### src/rtl/mem_stage.sv
// ============================================================================
// Module   : mem_stage
// Brief    : MIPS memory-access stage; load data extraction, LWL/LWR merge,
//            write-back handshake and read-data hold buffer.
// Revision : 1.0 - initial release
// ============================================================================
`default_nettype none

module mem_stage #(
  parameter int ES_TO_MS_BUS_WD = 105,
  parameter int MS_TO_WS_BUS_WD = 70
) (
  input  logic                       clk,
  input  logic                       reset,
  output logic                       ms_allowin,
  input  logic                       es_to_ms_valid,
  input  logic [ES_TO_MS_BUS_WD-1:0] es_to_ms_bus,
  input  logic                       ws_allowin,
  output logic                       ms_to_ws_valid,
  output logic [MS_TO_WS_BUS_WD-1:0] ms_to_ws_bus,
  input  logic [31:0]                data_sram_rdata,
  output logic                       ms_fwd_we,
  output logic [4:0]                 ms_fwd_dest,
  output logic [31:0]                ms_fwd_data
);

  typedef enum logic [0:0] {
    BUF_EMPTY = 1'b0,
    BUF_HELD  = 1'b1
  } buf_state_t;

  logic                       r_ms_valid;
  logic [ES_TO_MS_BUS_WD-1:0] r_es_bus;
  buf_state_t                 r_buf_state;
  logic [31:0]                r_buf_data;

  logic        w_ms_ready_go;
  logic [2:0]  w_ld_op;
  logic [31:0] w_rt_value;
  logic        w_gr_we;
  logic [4:0]  w_dest;
  logic [31:0] w_alu_result;
  logic [31:0] w_pc;
  logic [1:0]  w_addr;
  logic [31:0] w_rd;
  logic [7:0]  w_byte;
  logic [15:0] w_half;
  logic [31:0] w_final_result;

  assign {w_ld_op, w_rt_value, w_gr_we, w_dest, w_alu_result, w_pc} = r_es_bus;
  assign w_addr = w_alu_result[1:0];

  assign w_ms_ready_go  = 1'b1;
  assign ms_allowin     = !r_ms_valid | (w_ms_ready_go & ws_allowin);
  assign ms_to_ws_valid = r_ms_valid & w_ms_ready_go;

  // SRAM data is only valid in the instruction's first cycle; afterwards the buffer stands in.
  assign w_rd   = (r_buf_state == BUF_HELD) ? r_buf_data : data_sram_rdata;
  assign w_byte = w_rd[{w_addr, 3'b000} +: 8];
  assign w_half = w_addr[1] ? w_rd[31:16] : w_rd[15:0];

  always_comb begin
    w_final_result = w_alu_result;
    case (w_ld_op)
      3'd1: w_final_result = {{24{w_byte[7]}}, w_byte};
      3'd2: w_final_result = {24'd0, w_byte};
      3'd3: w_final_result = {{16{w_half[15]}}, w_half};
      3'd4: w_final_result = {16'd0, w_half};
      3'd5: w_final_result = w_rd;
      3'd6: begin
        case (w_addr)
          2'd0:    w_final_result = {w_rd[7:0],  w_rt_value[23:0]};
          2'd1:    w_final_result = {w_rd[15:0], w_rt_value[15:0]};
          2'd2:    w_final_result = {w_rd[23:0], w_rt_value[7:0]};
          default: w_final_result = w_rd;
        endcase
      end
      3'd7: begin
        case (w_addr)
          2'd0:    w_final_result = w_rd;
          2'd1:    w_final_result = {w_rt_value[31:24], w_rd[31:8]};
          2'd2:    w_final_result = {w_rt_value[31:16], w_rd[31:16]};
          default: w_final_result = {w_rt_value[31:8],  w_rd[31:24]};
        endcase
      end
      default: w_final_result = w_alu_result;
    endcase
  end

  assign ms_to_ws_bus = {w_gr_we, w_dest, w_final_result, w_pc};
  assign ms_fwd_we    = r_ms_valid & w_gr_we;
  assign ms_fwd_dest  = w_dest;
  assign ms_fwd_data  = w_final_result;

  always_ff @(posedge clk) begin
    if (reset) begin
      r_ms_valid  <= 1'b0;
      r_es_bus    <= '0;
      r_buf_state <= BUF_EMPTY;
      r_buf_data  <= 32'd0;
    end else begin
      if (ms_allowin) begin
        r_ms_valid <= es_to_ms_valid;
      end
      if (es_to_ms_valid && ms_allowin) begin
        r_es_bus <= es_to_ms_bus;
      end
      case (r_buf_state)
        BUF_EMPTY: begin
          if (r_ms_valid && !ws_allowin) begin
            r_buf_data  <= data_sram_rdata;
            r_buf_state <= BUF_HELD;
          end
        end
        default: begin
          if (ms_to_ws_valid && ws_allowin) begin
            r_buf_state <= BUF_EMPTY;
          end
        end
      endcase
    end
  end

endmodule

`default_nettype wire

### config.mk
export PLATFORM = sky130hd
export DESIGN_NAME = mem_stage
export DESIGN_NICKNAME = d
export VERILOG_FILES = /design/src/rtl/mem_stage.sv
export SDC_FILE = /design/constraint.sdc
export NUM_CORES = 1
export LEC_CHECK = 0
export CORE_MARGIN = 5
export CORE_UTILIZATION = 23
export CTS_BUF_LIST = sky130_fd_sc_hd__clkbuf_4 sky130_fd_sc_hd__clkbuf_8 sky130_fd_sc_hd__clkbuf_16
export CTS_CLUSTER_DIAMETER = 30
export DETAILED_ROUTE_END_ITERATION = 10
export GPL_ROUTABILITY_DRIVEN = 1
export PLACE_DENSITY_LB_ADDON = 0.25
export SLEW_MARGIN = 40
export SYNTH_ARGS = -nofsm -noshare
export SYNTH_HDL_FRONTEND = slang
export SYNTH_SLANG_ARGS = --single-unit
### constraint.sdc
create_clock -name clk -period 5.55 [get_ports clk]
set_input_delay 1.665 -clock clk [delete_from_list [all_inputs] [get_ports clk]]
set_output_delay 1.665 -clock clk [all_outputs]
set_load 0.01 [all_outputs]
==> results of run 1 <==
## layout make-up
| type | instances | area, sq um |
|---|---|---|
| clock inverters | 12 | 188 |
| flip-flops and latches | 139 | 2790 |
| well taps | 468 | 586 |
| multi-input cells | 779 | 4790 |
| inverters | 4 | 15.0 |
| repair buffers | 344 | 3190 |
| clock buffers | 20 | 460 |
| fillers | 3932 | 24600 |
## power by group
group          internal [W]  total [W]  switching (W)
sequential          0.00105    0.00110      0.0000519
combinational      0.000414   0.000833       0.000419
clock              0.000786    0.00128       0.000490
total               0.00225    0.00321       0.000961
## worst max-delay path by stage
stage                         from                to  slack [ns]  depth (start not counted)
2_1_floorplan  data_sram_rdata[14]  ms_to_ws_bus[38]        0.80                          6
3_3_place_gp   data_sram_rdata[15]   ms_fwd_data[15]       -0.19                          9
3_5_place_dp   data_sram_rdata[15]   ms_fwd_data[15]       -0.20                          9
4_1_cts        data_sram_rdata[31]  ms_to_ws_bus[63]       -0.16                          8
5_1_grt         data_sram_rdata[7]  ms_to_ws_bus[44]       -0.07                          8
6_report        data_sram_rdata[7]   ms_fwd_data[12]       -0.03                          8
## cells in the final DEF (no fill, tap or decap), types with 15 or more instances in the layout
master / instances
nand2_1: 305
clkdlybuf4s50_1: 183
a21oi_1: 168
dfxtp_1: 136
buf_4: 90
mux2i_1: 47
nor2_1: 44
dlygate4sd2_1: 42
mux4_2: 22
o21ai_0: 20
clkbuf_16: 17
o32a_1: 15
## worst min-delay path: stages (launching register included)
cell     delay, ns
dfxtp_1       0.31
nand2_1       0.05
a21oi_1       0.05
## metal layers
metal,wire length [microns],vias to the layer above,global-route usage
met5,55,-,0
li1,-,4115,-
met4,1300,8,0.0647
met3,3140,63,0.0559
met1,14400,4011,0.201
met2,16600,362,0.271
## metrics by stage
step | instances | setup slack (ns)
finish | 1766 | -0.0321
global route | 1766 | -0.0745
CTS | 1762 | -0.159
detailed placement | 1728 | -0.203
global placement | 1728 | -0.187
floorplan | 1087 | 0.803
## what timing repair did
action	CTS	global route
cloned	0	0
hold endpoints to repair	0	0
resized for setup	66	37
setup endpoints to repair	62	29
pin swaps	1	6
setup buffers	2	4
## logic make-up after synthesis
| logic type | Yosys count | synth area share |
|---|---|---|
| compound gates | 289 | 0.207 |
| fa+ha+maj | 3 | 0.00352 |
| buf+inv | 169 | 0.119 |
| flops | 139 | 0.327 |
| mux | 88 | 0.153 |
| simple gates | 399 | 0.191 |
## flip-flops by register name, summed over array words and instances, names as in the netlist, named ones only
register        cells
r_es_bus          105
ms_to_ws_valid      1
r_buf_data         32
==> metrics.txt, run 1 <==
drt first pass iters 5; arrival time at the worst endpoint 3.92 ns; DR iter-0 viols 723; Synth Register Bits 139; Leak Pwr 4.58 nW; fin util 0.328; Tightest Pin Transition 0.796 ns; R2R Path End r_es_bus[30]$_SDFFE_PP0P_; GPL Wtd Cong 0.912; failing checks negative setup slack; dominant cells by area after synthesis dfxtp_1, nand2_1, a21oi_1; max-cap violation count 0; CP top delay family buffers and inverters; Overflow after GRT 0; Max-slew headroom 0.468; Vias per Instance 4.85; worst hold path type reg -> reg; RSZ-0062 raised after global routing true; Synth cell types 59; predominant post-synthesis flop cell dfxtp_1; ANT cells 0; Layout area overhead 41.1%; Hold Crit Endpoint r_es_bus[25]$_SDFFE_PP0P_; critical path's slowest cell mux4_2; mapped cell area 0.00852 sq mm; CP required 3.88 ns; sequential share of the synthesized area 0.327; crit end category primary output; Die H 202 microns; CTS Root Cell clkbuf_16; Syn Nets 1228; CP peak stage delay 0.50 ns; Reg2Reg Setup Slack 3.37 ns; Final Hold Fails 0; GRT Resource Usage Total 0.166; min-delay src r_es_bus[25]$_SDFFE_PP0P_; maximum VDD drop 0.227 mV; hold depth 2; buffers added on ports 250; Max H-tree Level 4; Tmin final 5.58 ns; Setup CP Type in -> out; period utilization 1.01; routed wire length 35.4 mm; clk_lat worst skew 0.44 ns; Clock transition at path regs 0.06 ns; vias in the first global route 8221; outcome complete, but fails checks; Worst setup SP type input port; # clock sinks 139; core box area 0.0366 sq mm; starting density of the core 0.233; CTS Buf Count 17; # setup viols final 2; Routed Antenna Nets 0; share of the synthesized area in the top cell type 0.327; Synthesis Warnings 0; row count 70; clk_skew 0.00516 ns; WHS 0.452 ns; Avg Inst Size Synth 7.84 sq um; Critical Path Most Common Cell buf_4; commonest cells in the synthesized netlist nand2_1, a21oi_1, dfxtp_1, buf_4, mux2i_1; nets@finish 1426; CTS tree yes; count leader, synth nand2_1; vias 8559; Finished Cell Area 0.0120 sq mm; share of cells above drive strength 1 0.148; Post-synth EDFFs 0; DRC Markers 0; setup_tns -0.0628 ns; fmax 179 MHz; total power 0.00321 W; Mapped Cells 1087; cell accounting for the most synthesized area dfxtp_1; post-DR wirelength/cell 20.1 microns; first-pass GRT wire length 51.5 mm; I/O Pins 251; r2r worst-path depth 5; R2R Path Start ms_to_ws_valid$_SDFFE_PP0N_; Worst Path Buf+Inv 4; critical-path cell list clkdlybuf4s50_1, mux4_2, mux2i_4, buf_4, a21oi_2, buf_4, o32a_1, dlygate4sd2_1; chip width 202 microns; hpwl dp 26.4 mm; pin count of the biggest net entering global routing 106; clk buf depth 2; pwr dens 267 mW/mm^2; Synth async-reset ratio 0; post-cts hold buffer count 0; final worst slack -0.0321 ns; largest fanout on the critical path 6; pins over their slew limit 0; Post-DP Area 0.0113 sq mm; die area 0.0410 sq mm; initial antenna violation count 4
(Power assumes the default switching activity.)
==> inputs of run 2 (changes only) <==
Settings changed: CTS_CLUSTER_SIZE set to 28.
==> results of run 2 <==
Same layout as run 1: the final DEF is identical, and so are final timing and power.
==> inputs of run 3 (changes only) <==
Settings changed: ABC_AREA set to 1, PLACE_DENSITY set to 0.54, PLACE_DENSITY_LB_ADDON 0.25 to unset.
==> run 3 against run 2 <==
Compared with the run above: critical path depth up 1; global-route usage up 0.73 points; clock power down 9%; via count up 9.5%; sequential power about the same; first-iteration DRC count up 10%; the run now ends clean; die area up 0.80%.
==> metrics.txt, run 3 <==
min-delay src r_buf_data[5]$_SDFFE_PP0P_; Worst Path Buf+Inv 2; Die H 203 microns; GRT Resource Usage Total 0.173; most frequent cells in the layout nand2_1, nor2_1, clkdlybuf4s50_1; Worst setup SP type input port; routed wire length 37.0 mm; starting density of the core 0.234; Mapped Cells 1385; max-cap violation count 0; mapped cell area 0.00859 sq mm; row count 70; total power 0.00322 W; clk_skew 0.00970 ns; # setup viols final 0; vias in the first global route 9161; Leak Pwr 5.04 nW; cell accounting for the most synthesized area dfxtp_1; RSZ-0062 raised after global routing false; outcome completed; r2r worst-path depth 8; die area 0.0413 sq mm; Synth Register Bits 139; fmax 184 MHz; CP peak stage delay 0.58 ns; pins over their slew limit 0; Post-synth EDFFs 0; share of the synthesized area in the top cell type 0.324; Syn Nets 1526; clk buf depth 2; first-pass GRT wire length 55.5 mm; Synth cell types 33; dominant cells by area after synthesis dfxtp_1, nand2_1, nor2_1; Clock transition at path regs 0.06 ns; sequential share of the synthesized area 0.324; drt first pass iters 5; R2R Path End r_es_bus[49]$_SDFFE_PP0P_; CTS tree yes; # clock sinks 139; maximum VDD drop 0.212 mV; CP top delay family buffers and inverters; Max H-tree Level 4; largest fanout on the critical path 4; post-DR wirelength/cell 18.3 microns; Max-slew headroom 0.474; predominant post-synthesis flop cell dfxtp_1; buffers added on ports 250; pwr dens 277 mW/mm^2; Overflow after GRT 0; arrival time at the worst endpoint 3.76 ns; Final Hold Fails 0; CTS Root Cell clkbuf_16; WHS 0.452 ns; Avg Inst Size Synth 6.20 sq um; Synthesis Warnings 0; count leader, synth nand2_1; most common cell after layout, fill and taps aside nand2_1; R2R Path Start ms_to_ws_valid$_SDFFE_PP0N_; DRC Markers 0; Vias per Instance 4.64; Reg2Reg Setup Slack 3.44 ns; share of cells above drive strength 1 0.0839; clk_lat worst skew 0.43 ns; worst hold path type reg -> reg; pin count of the biggest net entering global routing 89; fin util 0.316; hold depth 2; max reg flops 105; nets@finish 1679; Finished Cell Area 0.0116 sq mm; post-cts hold buffer count 0; Tmin final 5.43 ns; final std cells w/o fill 2018; Critical Path Most Common Cell nand2_1; GPL Wtd Cong 0.947; initial antenna violation count 6; vias 9372; critical path's slowest cell clkdlybuf4s50_1; critical-path cell list clkdlybuf4s50_1, nand2_1, nand2_1, nand2_1, nand4_1, and2_1, nor2_1, nor2_1, clkdlybuf4s50_1; dpl cells 1987; hpwl dp 27.8 mm; chip width 203 microns; core box area 0.0368 sq mm; Reg with most FFs r_es_bus; DR iter-0 viols 796; Tightest Pin Transition 0.788 ns; CP required 3.88 ns; I/O Pins 251; Hold Crit Endpoint r_buf_data[5]$_SDFFE_PP0P_; Post-DP Area 0.0110 sq mm; Synth async-reset ratio 0; Routed Antenna Nets 0; Setup CP Type in -> out; Layout area overhead 35.4%; crit end category primary output; CTS Buf Count 17; commonest cells in the synthesized netlist nand2_1, nor2_1, o21ai_0, dfxtp_1, a21oi_1; period utilization 0.978
[run 3: cell count changes after synthesis, moves of 12 or more]
cell / change
nor2_1: +240
o21ai_0: +134
a21oi_1: -85
nand3_1: +70
inv_1: +64
mux2i_1: -49
nand2_1: +25
mux4_2: -18
o32a_1: -15
buf_2: +13
clkbuf_1: -13
o22a_1: -13
nand2b_1: -12
[run 3: logic make-up after synthesis]
| kind of cell | Yosys count | synth area share |
|---|---|---|
| flops | 139 | 0.324 |
| simple gates | 736 | 0.358 |
| compound gates | 269 | 0.162 |
| buf+inv | 241 | 0.156 |
[run 3: through the flow]
| step | TNS [ns] | setup slack, ns |
|---|---|---|
| 2_1_floorplan | 0 | 1.19 |
| 3_3_place_gp | -0.129 | -0.0647 |
| 3_5_place_dp | -0.215 | -0.110 |
| 4_1_cts | 0 | 0.0120 |
| 5_1_grt | 0 | 0.00700 |
| 6_report | 0 | 0.122 |
[run 3: what timing repair did]
action,CTS,global route
gates resized for setup,1,15
endpoints found under the setup margin,2,30
hold endpoints to repair,0,0
buffers inserted,0,0
[run 3: final cells by class]
| cell class | instances | area, sq um |
|---|---|---|
| well taps | 468 | 586 |
| repair buffers | 294 | 2860 |
| inverters | 81 | 312 |
| clock buffers | 18 | 439 |
| diodes | 1 | 2.50 |
| multi-input cells | 1005 | 4510 |
| fillers | 4038 | 25200 |
| clock inverters | 12 | 141 |
| flip-flops and latches | 139 | 2780 |
[run 3: how the worst max path moves through the flow]
stage / startpoint / to / slack [ns] / depth (start not counted)
finish: data_sram_rdata[13] / ms_fwd_data[29] / 0.12 / 9
global route: data_sram_rdata[28] / ms_fwd_data[28] / 0.007 / 11
CTS: data_sram_rdata[28] / ms_to_ws_bus[36] / 0.01 / 11
detailed placement: data_sram_rdata[28] / ms_fwd_data[28] / -0.11 / 11
global placement: data_sram_rdata[28] / ms_fwd_data[28] / -0.06 / 11
floorplan: data_sram_rdata[23] / ms_to_ws_bus[45] / 1.19 / 9
[run 3: power by group]
group	total (W)	internal, W	switching (W)
Clock	0.00117	0.000675	0.000495
Combinational	0.000931	0.000418	0.000513
Sequential	0.00112	0.00107	0.0000466
[run 3: routing by layer]
metal | up-vias | share of wire | global-route usage
met5 | - | 0.0017 | 0
met4 | 8 | 0.017 | 0.0431
met3 | 41 | 0.081 | 0.0547
met2 | 334 | 0.47 | 0.284
met1 | 4336 | 0.43 | 0.221
li1 | 4653 | - | -
[run 3: tightest hold or removal path: stages (launching register included)]
cell	delay (ns)
dfxtp_1	0.29
inv_1	0.06
a21oi_1	0.05
